==> src/rtl/pwm_pkg.sv <==
// Shared definitions for the PWM input-capture block.
// Contents:
//   state_t      - capture FSM states (IDLE / HIGH / LOW)
//   CNT_W_DEF    - default counter / output width
//   FILT_LEN_DEF - default glitch filter length
//   CNT_SAT_DEF  - counter saturation value for the default width
package pwm_pkg;

  typedef enum logic [1:0] {
    ST_IDLE = 2'd0,
    ST_HIGH = 2'd1,
    ST_LOW  = 2'd2
  } state_t;

  localparam int CNT_W_DEF    = 16;
  localparam int FILT_LEN_DEF = 2;

  // Largest value the cycle counter can hold; also the timeout threshold.
  localparam logic [CNT_W_DEF-1:0] CNT_SAT_DEF = {CNT_W_DEF{1'b1}};

endpackage

==> src/rtl/pwm_capture_if.sv <==
// Signal bundle between a PWM capture block and its user.
// Signals:
//   en_i      - capture enable (user -> capture)
//   pwm_i     - raw pad input (user -> capture)
//   period_o  - cycles between the last two accepted rising edges
//   high_o    - cycles from that rising edge to the following falling edge
//   valid_o   - one-cycle strobe, period_o/high_o updated this cycle
//   timeout_o - sticky, awaited edge missing for 2^CNT_W-1 cycles
//   level_o   - filtered input level
// Modports: master = user side, slave = capture block.
interface pwm_capture_if
  import pwm_pkg::*;
#(
  parameter int CNT_W = CNT_W_DEF
) ();

  logic             en_i;
  logic             pwm_i;
  logic [CNT_W-1:0] period_o;
  logic [CNT_W-1:0] high_o;
  logic             valid_o;
  logic             timeout_o;
  logic             level_o;

  modport master (
    output en_i, pwm_i,
    input  period_o, high_o, valid_o, timeout_o, level_o
  );

  modport slave (
    input  en_i, pwm_i,
    output period_o, high_o, valid_o, timeout_o, level_o
  );

endinterface

==> src/rtl/pwm_glitch_filter.sv <==
// Pad-input conditioner: 2-FF synchronizer followed by a stability filter.
// The filtered level only follows the synchronized input after it has
// differed from the current level for FILT_LEN consecutive cycles.
// Ports:
//   i_clk, i_rst - clock, asynchronous active-high reset
//   i_din        - raw asynchronous input
//   o_level      - filtered level
//   o_rise       - one-cycle strobe in the first cycle o_level is 1
//   o_fall       - one-cycle strobe in the first cycle o_level is 0
module pwm_glitch_filter
  import pwm_pkg::*;
#(
  parameter int FILT_LEN = FILT_LEN_DEF
) (
  input  logic i_clk,
  input  logic i_rst,
  input  logic i_din,
  output logic o_level,
  output logic o_rise,
  output logic o_fall
);

  // Accept on the FILT_LEN-th consecutive differing cycle.
  localparam logic [3:0] RUN_LIM = 4'(FILT_LEN - 1);

  logic       r_sync1;
  logic       r_sync2;
  logic       r_level;
  logic       r_rise;
  logic       r_fall;
  logic [3:0] r_run;

  always_ff @(posedge i_clk or posedge i_rst) begin
    if (i_rst) begin
      r_sync1 <= 1'b0;
      r_sync2 <= 1'b0;
      r_level <= 1'b0;
      r_rise  <= 1'b0;
      r_fall  <= 1'b0;
      r_run   <= 4'd0;
    end else begin
      r_sync1 <= i_din;
      r_sync2 <= r_sync1;
      r_rise  <= 1'b0;
      r_fall  <= 1'b0;
      if (r_sync2 != r_level) begin
        if (r_run == RUN_LIM) begin
          // Strobes are registered together with the level so they mark
          // the first cycle of the new level.
          r_level <= r_sync2;
          r_run   <= 4'd0;
          r_rise  <= r_sync2;
          r_fall  <= ~r_sync2;
        end else begin
          r_run <= r_run + 4'd1;
        end
      end else begin
        r_run <= 4'd0;
      end
    end
  end

  assign o_level = r_level;
  assign o_rise  = r_rise;
  assign o_fall  = r_fall;

endmodule

==> src/rtl/pwm_capture.sv <==
// PWM input-capture receiver: measures period and high time of one
// external PWM waveform and reports each completed measurement with a
// one-cycle valid strobe. Missing edges raise a sticky timeout.
// Ports:
//   wb_clk_i - system clock
//   wb_rst_i - asynchronous active-high reset
//   bus      - pwm_capture_if.slave (en_i, pwm_i in; period_o, high_o,
//              valid_o, timeout_o, level_o out)
module pwm_capture
  import pwm_pkg::*;
#(
  parameter int CNT_W    = CNT_W_DEF,
  parameter int FILT_LEN = FILT_LEN_DEF
) (
  input  logic          wb_clk_i,
  input  logic          wb_rst_i,
  pwm_capture_if.slave  bus
);

  localparam logic [CNT_W-1:0] SAT = {CNT_W{1'b1}};
  localparam logic [CNT_W-1:0] ONE = {{(CNT_W-1){1'b0}}, 1'b1};

  logic w_level;
  logic w_rise;
  logic w_fall;

  pwm_glitch_filter #(
    .FILT_LEN (FILT_LEN)
  ) u_filt (
    .i_clk   (wb_clk_i),
    .i_rst   (wb_rst_i),
    .i_din   (bus.pwm_i),
    .o_level (w_level),
    .o_rise  (w_rise),
    .o_fall  (w_fall)
  );

  state_t           r_state;
  state_t           w_next;
  logic [CNT_W-1:0] r_cnt;
  logic [CNT_W-1:0] r_hpend;
  logic [CNT_W-1:0] r_period;
  logic [CNT_W-1:0] r_high;
  logic             r_valid;
  logic             r_timeout;
  logic             w_sat;
  logic             w_capture;
  logic             w_hold_high;
  logic             w_timeout;

  assign w_sat = (r_cnt == SAT);

  // Cycles since the last rise strobe. The strobe cycle itself is 0, so
  // the register reads 1 in the following cycle; during the next strobe
  // cycle it holds the full period.
  always_ff @(posedge wb_clk_i or posedge wb_rst_i) begin
    if (wb_rst_i) begin
      r_cnt <= '0;
    end else if (w_rise) begin
      r_cnt <= ONE;
    end else if (!w_sat) begin
      r_cnt <= r_cnt + ONE;
    end
  end

  always_ff @(posedge wb_clk_i or posedge wb_rst_i) begin
    if (wb_rst_i) begin
      r_state <= ST_IDLE;
    end else begin
      r_state <= w_next;
    end
  end

  // An awaited strobe wins over saturation in the same cycle.
  always_comb begin
    w_next = r_state;
    if (!bus.en_i) begin
      w_next = ST_IDLE;
    end else begin
      case (r_state)
        ST_IDLE: if (w_rise) w_next = ST_HIGH;
        ST_HIGH: begin
          if (w_fall)     w_next = ST_LOW;
          else if (w_sat) w_next = ST_IDLE;
        end
        ST_LOW: begin
          if (w_rise)     w_next = ST_HIGH;
          else if (w_sat) w_next = ST_IDLE;
        end
        default: w_next = ST_IDLE;
      endcase
    end
  end

  always_comb begin
    w_capture   = 1'b0;
    w_hold_high = 1'b0;
    w_timeout   = 1'b0;
    if (bus.en_i) begin
      case (r_state)
        ST_HIGH: begin
          w_hold_high = w_fall;
          w_timeout   = !w_fall && w_sat;
        end
        ST_LOW: begin
          w_capture = w_rise;
          w_timeout = !w_rise && w_sat;
        end
        default: ;
      endcase
    end
  end

  always_ff @(posedge wb_clk_i or posedge wb_rst_i) begin
    if (wb_rst_i) begin
      r_hpend   <= '0;
      r_period  <= '0;
      r_high    <= '0;
      r_valid   <= 1'b0;
      r_timeout <= 1'b0;
    end else begin
      r_valid <= w_capture;
      if (w_hold_high) begin
        r_hpend <= r_cnt;
      end
      if (w_capture) begin
        r_period  <= r_cnt;
        r_high    <= r_hpend;
        r_timeout <= 1'b0;
      end else if (w_timeout) begin
        r_timeout <= 1'b1;
      end
    end
  end

  assign bus.period_o  = r_period;
  assign bus.high_o    = r_high;
  assign bus.valid_o   = r_valid;
  assign bus.timeout_o = r_timeout;
  assign bus.level_o   = w_level;

endmodule

==> src/flat_wrapper.sv <==
// flat-port wrapper written by rule: the top's interface ports become plain ports
module pwm_capture_flat import pwm_pkg::*;
#(
  parameter int CNT_W    = CNT_W_DEF,
  parameter int FILT_LEN = FILT_LEN_DEF
)
  (wb_clk_i, wb_rst_i, bus_en_i, bus_pwm_i, bus_period_o, bus_high_o, bus_valid_o, bus_timeout_o, bus_level_o);
  pwm_capture_if #(.CNT_W(CNT_W)) bus_i ();
  input  logic wb_clk_i;
  input  logic wb_rst_i;
  input wire logic [$bits(bus_i.en_i)-1:0] bus_en_i;
  input wire logic [$bits(bus_i.pwm_i)-1:0] bus_pwm_i;
  output wire logic [$bits(bus_i.period_o)-1:0] bus_period_o;
  output wire logic [$bits(bus_i.high_o)-1:0] bus_high_o;
  output wire logic [$bits(bus_i.valid_o)-1:0] bus_valid_o;
  output wire logic [$bits(bus_i.timeout_o)-1:0] bus_timeout_o;
  output wire logic [$bits(bus_i.level_o)-1:0] bus_level_o;
  assign bus_i.en_i = bus_en_i;
  assign bus_i.pwm_i = bus_pwm_i;
  assign bus_period_o = bus_i.period_o;
  assign bus_high_o = bus_i.high_o;
  assign bus_valid_o = bus_i.valid_o;
  assign bus_timeout_o = bus_i.timeout_o;
  assign bus_level_o = bus_i.level_o;
  pwm_capture #(.CNT_W(CNT_W), .FILT_LEN(FILT_LEN)) u_core (.wb_clk_i(wb_clk_i), .wb_rst_i(wb_rst_i), .bus(bus_i));
endmodule
==> config.mk <==
export PLATFORM = sky130hd
export DESIGN_NAME = pwm_capture_flat
export DESIGN_NICKNAME = d
export VERILOG_FILES = /design/src/rtl/pwm_pkg.sv /design/src/rtl/pwm_capture_if.sv /design/src/rtl/pwm_glitch_filter.sv /design/src/rtl/pwm_capture.sv /design/src/flat_wrapper.sv
export SDC_FILE = /design/constraint.sdc
export NUM_CORES = 1
export LEC_CHECK = 0
export BUFFER_PORTS_ARGS = -buffer_cell sky130_fd_sc_hd__buf_2
export CAP_MARGIN = 0
export CORE_MARGIN = 10
export CORE_UTILIZATION = 53
export CTS_CLUSTER_SIZE = 25
export DETAILED_ROUTE_END_ITERATION = 7
export PLACE_DENSITY = 0.84
export SLEW_MARGIN = 10
export SYNTH_ARGS = -nofsm -noshare
export SYNTH_HDL_FRONTEND = slang
export SYNTH_HIERARCHICAL = 1
export SYNTH_SLANG_ARGS = --single-unit
export TNS_END_PERCENT = 20
==> constraint.sdc <==
create_clock -name wb_clk_i -period 2.8 [get_ports wb_clk_i]
set_input_delay 0.56 -clock wb_clk_i [delete_from_list [all_inputs] [get_ports wb_clk_i]]
set_output_delay 0.56 -clock wb_clk_i [all_outputs]
set_load 0.01 [all_outputs]
Word-level counts from Yosys, hierarchy flattened
Index checks and enable logic that the tools add are counted.

operators by class
  bitwise operators = 1
  mux-type cells = 22
  add/subtract/negate cells = 2
  equality and inequality tests = 7
  reductions and logical operators = 7

operators by type and width
  kind                   number
  $mux 16                2
  $add 16x1->16 const B  1
  $eq 16x16->1 const B   1
  $mux 1                 11
  $mux 2                 5
  $mux 4                 2
  $pmux 2 s3             1
  $add 4x1->4 const B    1
  $eq 4x1->1 const B     1
  $ne 3x3->1 const B     1
  $eq 2x1->1 const B     1
  $eq 2x2->1 const B     1
  $logic_and 1x1->1      2
  $logic_not 1->1        2
  $logic_not 2->1        1
  $ne 2x2->1 const B     1
  $pmux 1 s2             1
  $reduce_and 2->1       1
  $reduce_bool 2->1      1
  $ne 1x1->1             1
  $not 1->1              1

storage, ports and cells
  flip-flop bits (word level) = 77
  input bits = 4
  output and inout bits = 35
  logic and storage cells = 52

Logic depth before layout (Yosys ltp)
Gate-level depths: netlist of run 1.

  depth in word-level cells = 6
  depth in mapped cells = 7
  depth with buffers taken out = 6

Hierarchy
Netlist of run 1, hierarchy kept.

modules (own cells, without submodules)
  module             cells an instance  area each (um2)  times used  seq. area each (um2)
  pwm_capture        234                2960.3           1           1701.6
  pwm_glitch_filter  27                 352.8            1           225.2

Worst setup path before layout of run 1
No wires, ideal clock.

  path kind = register to register
  start point = register u_core.r_cnt[0]
  end point = register u_core.r_cnt[14]
  setup time = 0.127 ns
  stages on the path, launching flop included = 6
  path buffers = 0
  setup slack = 1.033 ns
  required time = 2.673 ns
  arrival = 1.640 ns
  period minus slack after synthesis = 1.767 ns
  cell sequence = dfrtp_1 ha_1 nand4_2 nor4_1 nand3_1 mux2_1

on the way
  word-level cells in the longest chain between the ends = 3
  elaborated cells on any way between the ends = 5
  classes of those cells = 1 x add/sub; 2 x eq/ne; 2 x mux

ends and longest elaborated chain
  what                    RTL line           source
  start, declared         pwm_capture.sv:40  logic [CNT_W-1:0] r_cnt;
  start signal, assigned  pwm_capture.sv:62  r_cnt <= r_cnt + ONE;
  $add 16x1->16           pwm_capture.sv:62
  $mux 16                 pwm_capture.sv:61  end else if (!w_sat) begin
  $mux 16                 pwm_capture.sv:59  end else if (w_rise) begin

Several ways; a longest one is shown, not always the timed one. The select of a mux whose other input is x is not followed.
A chain may end at the register's enable or synchronous reset.

Worst setup path in the final report of run 1
Same ends and word-level chain as after synthesis.

==> impl_metrics.yaml, run 1 <==
status:
  status: "completed"
worst_setup_path:
  path_max_fanout: 9
  critical_path_class: "reg2reg"
  worstPathRequired_ns: 3.03
  crit_arrival_ns: 2.38
  startpoint_type: "register"
  worst_setup_path_end_kind: "register"
cells_and_area:
  drive_gt1_frac: 0.364
  design_area_mm2: 0.00381
  syn_to_final_growth_pct: 15.0
  final_common_cell: "dfrtp_1"
  insertedDiodeCount: 0
  final_cell_mix: "77 x dfrtp_1, 42 x mux2_2, 38 x buf_2"
  fin_nets: 313
logic_synthesis:
  ys_seq_area_frac: 0.582
  synth_edf_count: 0
  synth_top_area_frac: 0.582
  syn_area_mm2: 0.00331
  synth.avg_cell_area_um2: 12.7
  syn_nets: 270
  yosysUniqueCellTypes: 52
  async_reset_ff_frac: 1.00
  postSynthCellCount: 261
  synthFlopType: "dfrtp_1"
  yosys_register_bits: 77
  synth-warning-count: 6
  yosysTopAreaCell: "dfrtp_1"
  netlist_top_cells_area: "dfrtp_1 58%, mux2_2 14%, ha_1 1.9%"
place:
  portBuffers: 38
  place_area_mm2: 0.00359
  finalWeightedCongestion: 0.750
  dp_hpwl_um: 4600
clock_network:
  cts_resized: 0
  path_clk_slew_ns: 0.08
  postCtsSetupRepairBufs: 0
  htree_num_levels: 3
  cts.sinks: 77
  numCtsBuffers: 9
  clk_latency_ns: 0.34
  cts_tree: "done"
  cts_max_path_buffers: 2
  hold_buffers: 0
  cts-root-buf: "clkbuf_8"
die:
  rows: 28
  core_mm2: 0.00599
  start_util: 0.553
  pin_count: 39
  die_x_um: 99.1
  dieHeight_um: 99.1
  dieArea_mm2: 0.00981
grt:
  grt_pass1_wl_um: 11200
  antenna_found_initial: 0
  first_global_vias: 2273
  grt_max_degree: 41
  overflow: 0
  grt_usage: 0.141
route:
  ant_nets: 0
  drt_iter0_markers: 140
  routed_wirelength_um: 6700
  avgRoutedWirePerCell_um: 17.5
  drc: 0
  via_per_inst: 5.71
  drt_pass1_iterations: 4
  num_vias: 2186
timing:
  slew_headroom: 0.589
  grt_setup_unrepaired: "no"
  slew_viol_final: 0
  worst_pin_slew_ns: 0.611
  setup_viol: 0
  hold_viol_final: 0
  finClkSkew_ns: 0.00792
  min_period_over_period: 0.768
  setup_tns_ns: 0
  fin_crit_ns: 2.15
  fmax_mhz: 465
min_path:
  min_path_type: "in2async"
pwr:
  p_leak_nw: 1.90
  cellPowerDensity_mw_per_mm2: 676
  irDropWorstVdd_mv: 0.407
flow_run:
  cap_violations: 0
==> Yosys cell counts (2+ instances only) <==
cell       n
a21oi_1    7
o311ai_0   2
nand3_2    2
o21ai_0   12
xnor2_1    2
a31oi_1    2
nand3_1    8
nor4_1     2
clkbuf_1   4
buf_2      3
nor2b_1    2
mux2_2    42
xor2_1     3
nor2_1    15
nand4_1    4
dfrtp_1   77
nor3b_1    2
o21a_1     2
nor3_1     3
o41ai_1    2
buf_4      3
inv_1      9
nand2_1   14
ha_1       5
or3_1      3
nand2b_1   3
a211oi_1   2
o21bai_1   2
==> metrics by stage <==
stage / instances / utilization / hold slack [ns] / power, mW / worst slack (ns)
2_1_floorplan: 261 / - / 0.331 / 1.57 / 0.528
4_1_cts: 383 / 0.636 / 0.173 / 2.60 / 0.702
3_5_place_dp: 368 / 0.599 / 0.360 / 1.66 / 0.727
3_3_place_gp: 368 / 0.599 / 0.342 / 1.63 / 0.804
5_1_grt: 383 / 0.636 / 0.174 / 2.70 / 0.579
6_report: 383 / 0.636 / 0.176 / 2.57 / 0.649
==> layout make-up <==
type,instances,area (um^2)
Clock inverter,3,68.8
Timing Repair Buffer,44,248
Fill cell,465,2180
Clock buffer,12,155
Multi-Input combinational cell,162,1280
Inverter,10,37.5
Tap cell,75,93.8
Sequential cell,77,1930
==> layer usage <==
metal | up-vias | wire length, um | global-route usage
li1 | 1018 | - | -
met4 | 0 | 96 | 0.0617
met5 | - | 0 | 0
met3 | 7 | 379 | 0.0503
met1 | 1117 | 3010 | 0.175
met2 | 44 | 3210 | 0.215
==> cell families after synthesis <==
logic type                 share of synthesized area
DFF                                            0.582
adders and majority gates                     0.0189
xor gates and xnor gates                      0.0132
buffers and inverters                         0.0321
and+or+nand+nor                                0.115
muxes                                          0.154
AOI/OAI and AO/OA                             0.0857
==> final timing paths <==
path | start | to | slack (ns) | cells after the start
worst max-delay path | u_core/r_cnt[0] | u_core/r_cnt[14] | 0.65 | 5
worst min-delay path | wb_rst_i | u_core/u_filt/r_run[3] | 0.18 | 2
worst max register to register | u_core/r_cnt[0] | u_core/r_cnt[14] | 0.65 | 5
worst min register to register | u_core/u_filt/r_sync1 | u_core/u_filt/r_sync2 | 0.39 | 0
max in group asynchronous | wb_rst_i | u_core/bus.valid_o | 1.87 | 3
min in group wb_clk_i | bus_pwm_i | u_core/u_filt/r_sync1 | 0.33 | 1
==> registers in the layout, indices dropped and copies added, names as in the netlist <==
name / flops
u_core/bus.timeout_o: 1
u_core/u_filt/r_sync1: 1
u_core/u_filt/o_fall: 1
u_core/u_filt/o_rise: 1
u_core/bus.valid_o: 1
u_core/r_cnt: 16
u_core/bus.period_o: 16
u_core/r_state: 2
u_core/u_filt/o_level: 1
u_core/bus.high_o: 16
u_core/u_filt/r_run: 4
u_core/r_hpend: 16
u_core/u_filt/r_sync2: 1
==> critical path: stages, from the launching register on <==
cell and delay [ns]:
dfrtp_1 0.48, ha_1 0.27, nand4_2 0.26, nor4_1 0.55
nand3_1 0.15, mux2_1 0.33
==> power by group <==
group / switching [mW] / total, mW / internal [mW]
Combinational: 0.173 / 0.316 / 0.143
Sequential: 0.126 / 1.33 / 1.20
Clock: 0.384 / 0.932 / 0.548
Total: 0.683 / 2.57 / 1.89
Power figures use the tool's default switching activity.
==> run 2: changes to the inputs <==
--- a/config.mk
+++ b/config.mk
@@ -8,10 +8,10 @@
 export BUFFER_PORTS_ARGS = -buffer_cell sky130_fd_sc_hd__buf_2
 export CAP_MARGIN = 0
 export CORE_MARGIN = 10
-export CORE_UTILIZATION = 53
+export CORE_UTILIZATION = 52
 export CTS_CLUSTER_SIZE = 25
 export DETAILED_ROUTE_END_ITERATION = 7
-export PLACE_DENSITY = 0.84
+export PLACE_DENSITY = 0.85
 export SLEW_MARGIN = 10
 export SYNTH_ARGS = -nofsm -noshare
 export SYNTH_HDL_FRONTEND = slang
==> constraint.sdc (replaced) <==
create_clock -name wb_clk_i -period 1.9 [get_ports wb_clk_i]
set_input_delay 0.38 -clock wb_clk_i [delete_from_list [all_inputs] [get_ports wb_clk_i]]
set_output_delay 0.38 -clock wb_clk_i [all_outputs]
set_load 0.01 [all_outputs]
==> impl_metrics.yaml, run 2 (synthesis gave the netlist of run 1 again) <==
worst_setup_path:
  worst_setup_path_end_kind: "register"
  critPathBufInv: 0
  path_max_fanout: 6
  cpMaxStageDelayCell: "dfrtp_1"
  critical_path_class: "reg2reg"
  worstPathRequired_ns: 2.12
  rrSetupSlack_ns: 0.09
  r2r-end: "u_core/r_cnt[14]"
  cpPeakStageDelay_ns: 0.38
  cp_top_family: "simple AND/OR/NAND/NOR gates"
  crit_chain: "ha_1 > nand4_2 > nor4_1 > nand3_1 > mux2_1"
  crit_arrival_ns: 2.03
  r2r_cells: 5
  crit-reg2reg-launch: "u_core/r_cnt[1]"
  startpoint_type: "register"
timing:
  slew_viol_final: 0
  setup_slack_ns: 0.0950
  fmax_mhz: 554
  finClkSkew_ns: 0.00524
  min_period_over_period: 0.950
  slew_headroom: 0.712
  worst_pin_slew_ns: 0.421
  grt_setup_unrepaired: "yes"
  setup_viol: 0
  setup_tns_ns: 0
  fin_crit_ns: 1.81
  hold_viol_final: 0
grt:
  antenna_found_initial: 0
  first_global_vias: 2309
  grt_max_degree: 69
  overflow: 0
  grt_usage: 0.142
  grt_pass1_wl_um: 11400
cells_and_area:
  fillCellCount: 482
  final-seq-area_mm2: 0.00193
  fin_nets: 324
  final_common_cell: "dfrtp_1"
  drive_gt1_frac: 0.384
  syn_to_final_growth_pct: 16.6
  insertedDiodeCount: 0
  multiInputGateArea_mm2: 0.00128
  final_cell_mix: "76 x dfrtp_1, 42 x mux2_2, 38 x buf_2"
die:
  start_util: 0.528
  core_mm2: 0.00628
  dieArea_mm2: 0.00996
  dieHeight_um: 99.8
  rows: 29
  die_x_um: 99.8
  pin_count: 39
min_path:
  min_path_type: "in2async"
clock_network:
  cts-root-buf: "clkbuf_8"
  cts_max_path_buffers: 2
  cts.sinks: 77
  hold_buffers: 0
  numCtsBuffers: 9
  cts_tree: "done"
  path_clk_slew_ns: 0.07
  htree_num_levels: 3
  clk_latency_ns: 0.34
place:
  dp_hpwl_um: 4520
  finalWeightedCongestion: 0.901
  portBuffers: 38
  post-place-ws_ns: 0.0826
route:
  ant_nets: 0
  drt_iter0_markers: 221
  via_per_inst: 5.50
  drc: 0
  avgRoutedWirePerCell_um: 16.8
  routed_wirelength_um: 6690
  num_vias: 2185
  drt_pass1_iterations: 4
pwr:
  cellPowerDensity_mw_per_mm2: 934
  p_leak_nw: 1.92
  irDropWorstVdd_mv: 0.582
status:
  status: "completed"
flow_run:
  cap_violations: 0
run 2: cell count changes in the layout (fill, tap and decap cells not counted):
cell	previous run	this run
bufinv_16	2	0
clkinvlp_4	0	1
dfrtp_2	0	1
clkbuf_1	1	4
or4_4	0	1
clkinv_2	0	1
or4_1	1	0
inv_2	1	0
buf_4	5	15
buf_12	1	2
dfrtp_1	77	76
clkinv_4	1	0
run 2: per-stage QoR:
step                total power [mW]  cells  hold WS, ns  instance area, um^2  utilization
floorplan                       2.31    261        0.208                 3320            -
global placement                2.49    381        0.340                 3690        0.587
detailed placement              2.54    381        0.353                 3690        0.587
CTS                             3.64    397      0.00790                 3860        0.615
global route                    3.80    397       0.0243                 3860        0.616
finish                          3.61    397      0.00965                 3860        0.616
run 2: final cells by class:
type / count / share of cell area
sequential: 77 / 0.499
multi-input combinational: 162 / 0.332
timing repair buffer: 55 / 0.0887
clock buffer: 15 / 0.0431
tap: 77 / 0.0249
inverter: 10 / 0.0107
clock inverter: 1 / 0.00130
run 2: metal layers:
layer	up-vias	part of all wire	global-route usage
li1	1032	-	-
met1	1074	0.44	0.179
met2	70	0.47	0.214
met3	9	0.077	0.0501
met4	0	0.015	0.0639
met5	-	0	0
run 2: how the worst max path moves through the flow:
stage / cells past startpoint / startpoint / slack (ns) / endpoint
3_5_place_dp: 4 / u_core/r_cnt[7] / 0.08 / u_core/r_cnt[13]
6_report: 5 / u_core/r_cnt[1] / 0.09 / u_core/r_cnt[14]
4_1_cts: 4 / u_core/r_cnt[7] / 0.08 / u_core/r_cnt[13]
2_1_floorplan: 5 / u_core/r_cnt[0] / 0.13 / u_core/r_cnt[14]
3_3_place_gp: 4 / u_core/r_cnt[7] / 0.16 / u_core/r_cnt[13]
5_1_grt: 5 / u_core/r_cnt[1] / -0.01 / u_core/r_cnt[14]
run 2: worst reg2reg max path: cells and delay by family, from the launching register on:
| kind | cells | cell delay, ns |
|---|---|---|
| flops | 1 | 0.38 |
| simple gates | 3 | 0.73 |
| mux | 1 | 0.33 |
| fa+ha+maj | 1 | 0.24 |
run 2: power breakdown:
group | total, mW | internal (mW) | switching (mW)
logic | 0.632 | 0.276 | 0.356
clock network | 1.10 | 0.547 | 0.548
registers | 1.88 | 1.77 | 0.110
total | 3.61 | 2.59 | 1.01
run 2: timing repair:
| item | CTS | global route |
|---|---|---|
| setup endpoints to repair | 0 | 4 |
| gates resized for setup | 0 | 2 |
| buffers inserted | 0 | 0 |
==> run 3: changes to the inputs <==
--- a/config.mk
+++ b/config.mk
@@ -15,6 +15,5 @@
 export SLEW_MARGIN = 10
 export SYNTH_ARGS = -nofsm -noshare
 export SYNTH_HDL_FRONTEND = slang
-export SYNTH_HIERARCHICAL = 1
 export SYNTH_SLANG_ARGS = --single-unit
 export TNS_END_PERCENT = 20
==> impl_metrics.yaml, run 3 <==
status:
  status: "completed"
flow_run:
  cap_violations: 0
timing:
  setup_viol: 0
  setup_tns_ns: 0
  whs_ns: 0.128
  setup_slack_ns: 0.0957
  worst_pin_slew_ns: 0.534
  fmax_mhz: 554
  min_period_over_period: 0.950
  fin_crit_ns: 1.80
  slew_headroom: 0.635
  slew_viol_final: 0
  finClkSkew_ns: 0.00615
  hold_viol_final: 0
route:
  via_per_inst: 5.58
  routed_wirelength_um: 6530
  drt_pass1_iterations: 4
  avgRoutedWirePerCell_um: 16.7
  met1_length_um: 2880
  wl_met2_um: 3250
  drt_iter0_markers: 166
  wl_met3_um: 243
  num_vias: 2181
  top_layer_used: "met4"
  ant_nets: 0
  drc: 0
grt:
  first_global_vias: 2263
  grt_pass1_wl_um: 10900
  grt_usage: 0.135
  antenna_found_initial: 0
  grt_max_degree: 78
  overflow: 0
cells_and_area:
  syn_to_final_growth_pct: 16.8
  instances_no_fill: 391
  design_area_mm2: 0.00388
  final_common_cell: "dfrtp_1"
  fillCellCount: 491
  drive_gt1_frac: 0.401
  final_cell_mix: "77 x dfrtp_1, 49 x mux2_2, 38 x buf_2"
  fin_nets: 320
  insertedDiodeCount: 0
  utilization: 0.618
place:
  dp_hpwl_um: 4460
  dpl.cell_count: 374
  portBuffers: 38
  place_area_mm2: 0.00366
  finalWeightedCongestion: 0.920
  post-place-ws_ns: 0.0904
logic_synthesis:
  syn_area_mm2: 0.00332
  synth.avg_cell_area_um2: 13.0
  synth_edf_count: 0
  ys_seq_area_frac: 0.580
  postSynthCellCount: 256
  synth_top_area_frac: 0.580
  synth-warning-count: 0
  yosys_register_bits: 77
  syn_nets: 267
  synth_common_cells: "77 x dfrtp_1, 49 x mux2_2, 15 x nor2_1"
  synth.most_common_cell: "dfrtp_1"
  yosysUniqueCellTypes: 46
  async_reset_ff_frac: 1.00
  synthFlopType: "dfrtp_1"
  netlist_top_cells_area: "dfrtp_1 58%, mux2_2 17%, ha_1 2.6%"
  yosysTopAreaCell: "dfrtp_1"
worst_setup_path:
  cp_top_family: "simple AND/OR/NAND/NOR gates"
  cp-startpoint: "u_core.r_cnt[0]"
  crit_chain: "ha_1 > nand4_1 > nor4_4 > buf_6 > a2111oi_0 > o31a_1"
  cpPeakStageDelay_ns: 0.36
  worst_setup_path_end_kind: "register"
  startpoint_type: "register"
  crit_arrival_ns: 2.04
  worstPathRequired_ns: 2.14
  critical_path_class: "reg2reg"
  critPathBufInv: 1
  path_max_fanout: 16
  cpMaxStageDelayCell: "dfrtp_1"
  crit-reg2reg-launch: "u_core.r_cnt[0]"
pwr:
  cellPowerDensity_mw_per_mm2: 1010
  p_leak_nw: 2.01
  clockPowerShare: 0.336
  power.share.sequential: 0.499
  power_mw: 3.92
  swShare: 0.282
  comb_power_share: 0.165
  irDropWorstVdd_mv: 0.561
  p_sw_mw: 1.11
  internal-power_mw: 2.81
die:
  pin_count: 39
  dieArea_mm2: 0.00999
  rows: 29
  die_x_um: 99.9
  start_util: 0.529
  core_mm2: 0.00628
  dieHeight_um: 99.9
clock_network:
  htree_num_levels: 3
  cts_tree: "done"
  path_clk_slew_ns: 0.08
  cts.sinks: 77
  clk_latency_ns: 0.34
  cts_max_path_buffers: 2
  cts-root-buf: "clkbuf_8"
  hold_buffers: 0
  numCtsBuffers: 9
min_path:
  min_path_type: "in2async"
[run 3: cell count changes after synthesis, sizes merged, moves of 3 or more]
cell / previous run / this run
and2: 0 / 3
o31ai: 0 / 5
or4: 1 / 5
mux2: 44 / 49
o21ai: 12 / 5
nand2: 15 / 11
and3: 0 / 3
[run 3: timing repair]
item | 4_1_cts | 5_1_grt
setup buffers | 0 | 1
setup endpoints to repair | 0 | 2
gates resized for setup | 0 | 1
[run 3: layout make-up]
type,count,area (um^2),area share
Sequential cell,77,1930,0.496
Clock inverter,7,90.1,0.0232
Tap cell,77,96.3,0.0248
Timing Repair Buffer,53,319,0.0822
Inverter,7,30.0,0.00774
Multi-Input combinational cell,161,1290,0.334
Clock buffer,9,124,0.0319
[run 3: cells by family after synthesis]
family / count (synthesis) / share of synthesized area
flip-flops: 77 / 0.580
AND/OR/NAND/NOR: 68 / 0.121
multiplexers: 50 / 0.169
AO/OA/AOI/OAI: 31 / 0.0606
buffers and inverters: 18 / 0.0301
adder cells (fa/ha/maj): 7 / 0.0264
XOR/XNOR: 5 / 0.0132
[run 3: worst register-to-register path: stages (launching register included)]
cell,delay (ns)
dfrtp_1,0.36
ha_1,0.21
nand4_1,0.21
nor4_4,0.33
buf_6,0.21
a2111oi_0,0.08
o31a_1,0.30
[run 3: path summary, 6_finish.rpt]
| check | to | slack, ns | depth (start not counted) |
|---|---|---|---|
| max | u_core.r_state[0] | 0.1 | 6 |
| min | u_core.r_hpend[12] | 0.13 | 3 |
| max reg2reg | u_core.r_state[0] | 0.1 | 6 |
| min reg2reg | u_core.u_filt.r_sync2 | 0.37 | 0 |
| max in group asynchronous | u_core.bus.high_o[13] | 1.44 | 3 |
| min in group wb_clk_i | u_core.u_filt.r_sync1 | 0.14 | 1 |
[run 3: routing by layer]
layer / global-route usage / vias to the layer above
met5: 0 / -
met4: 0.0673 / 0
met3: 0.0288 / 15
met2: 0.228 / 47
met1: 0.160 / 1094
li1: - / 1025
[run 3: power groups by stage]
stage          Sequential [mW]  Clock, mW  Combinational (mW)
2_1_floorplan             1.96          0               0.447
3_3_place_gp              1.97          0               0.610
3_5_place_dp              1.98          0               0.642
4_1_cts                   1.95       1.34               0.649
5_1_grt                   1.98       1.39               0.734
6_report                  1.96       1.32               0.646
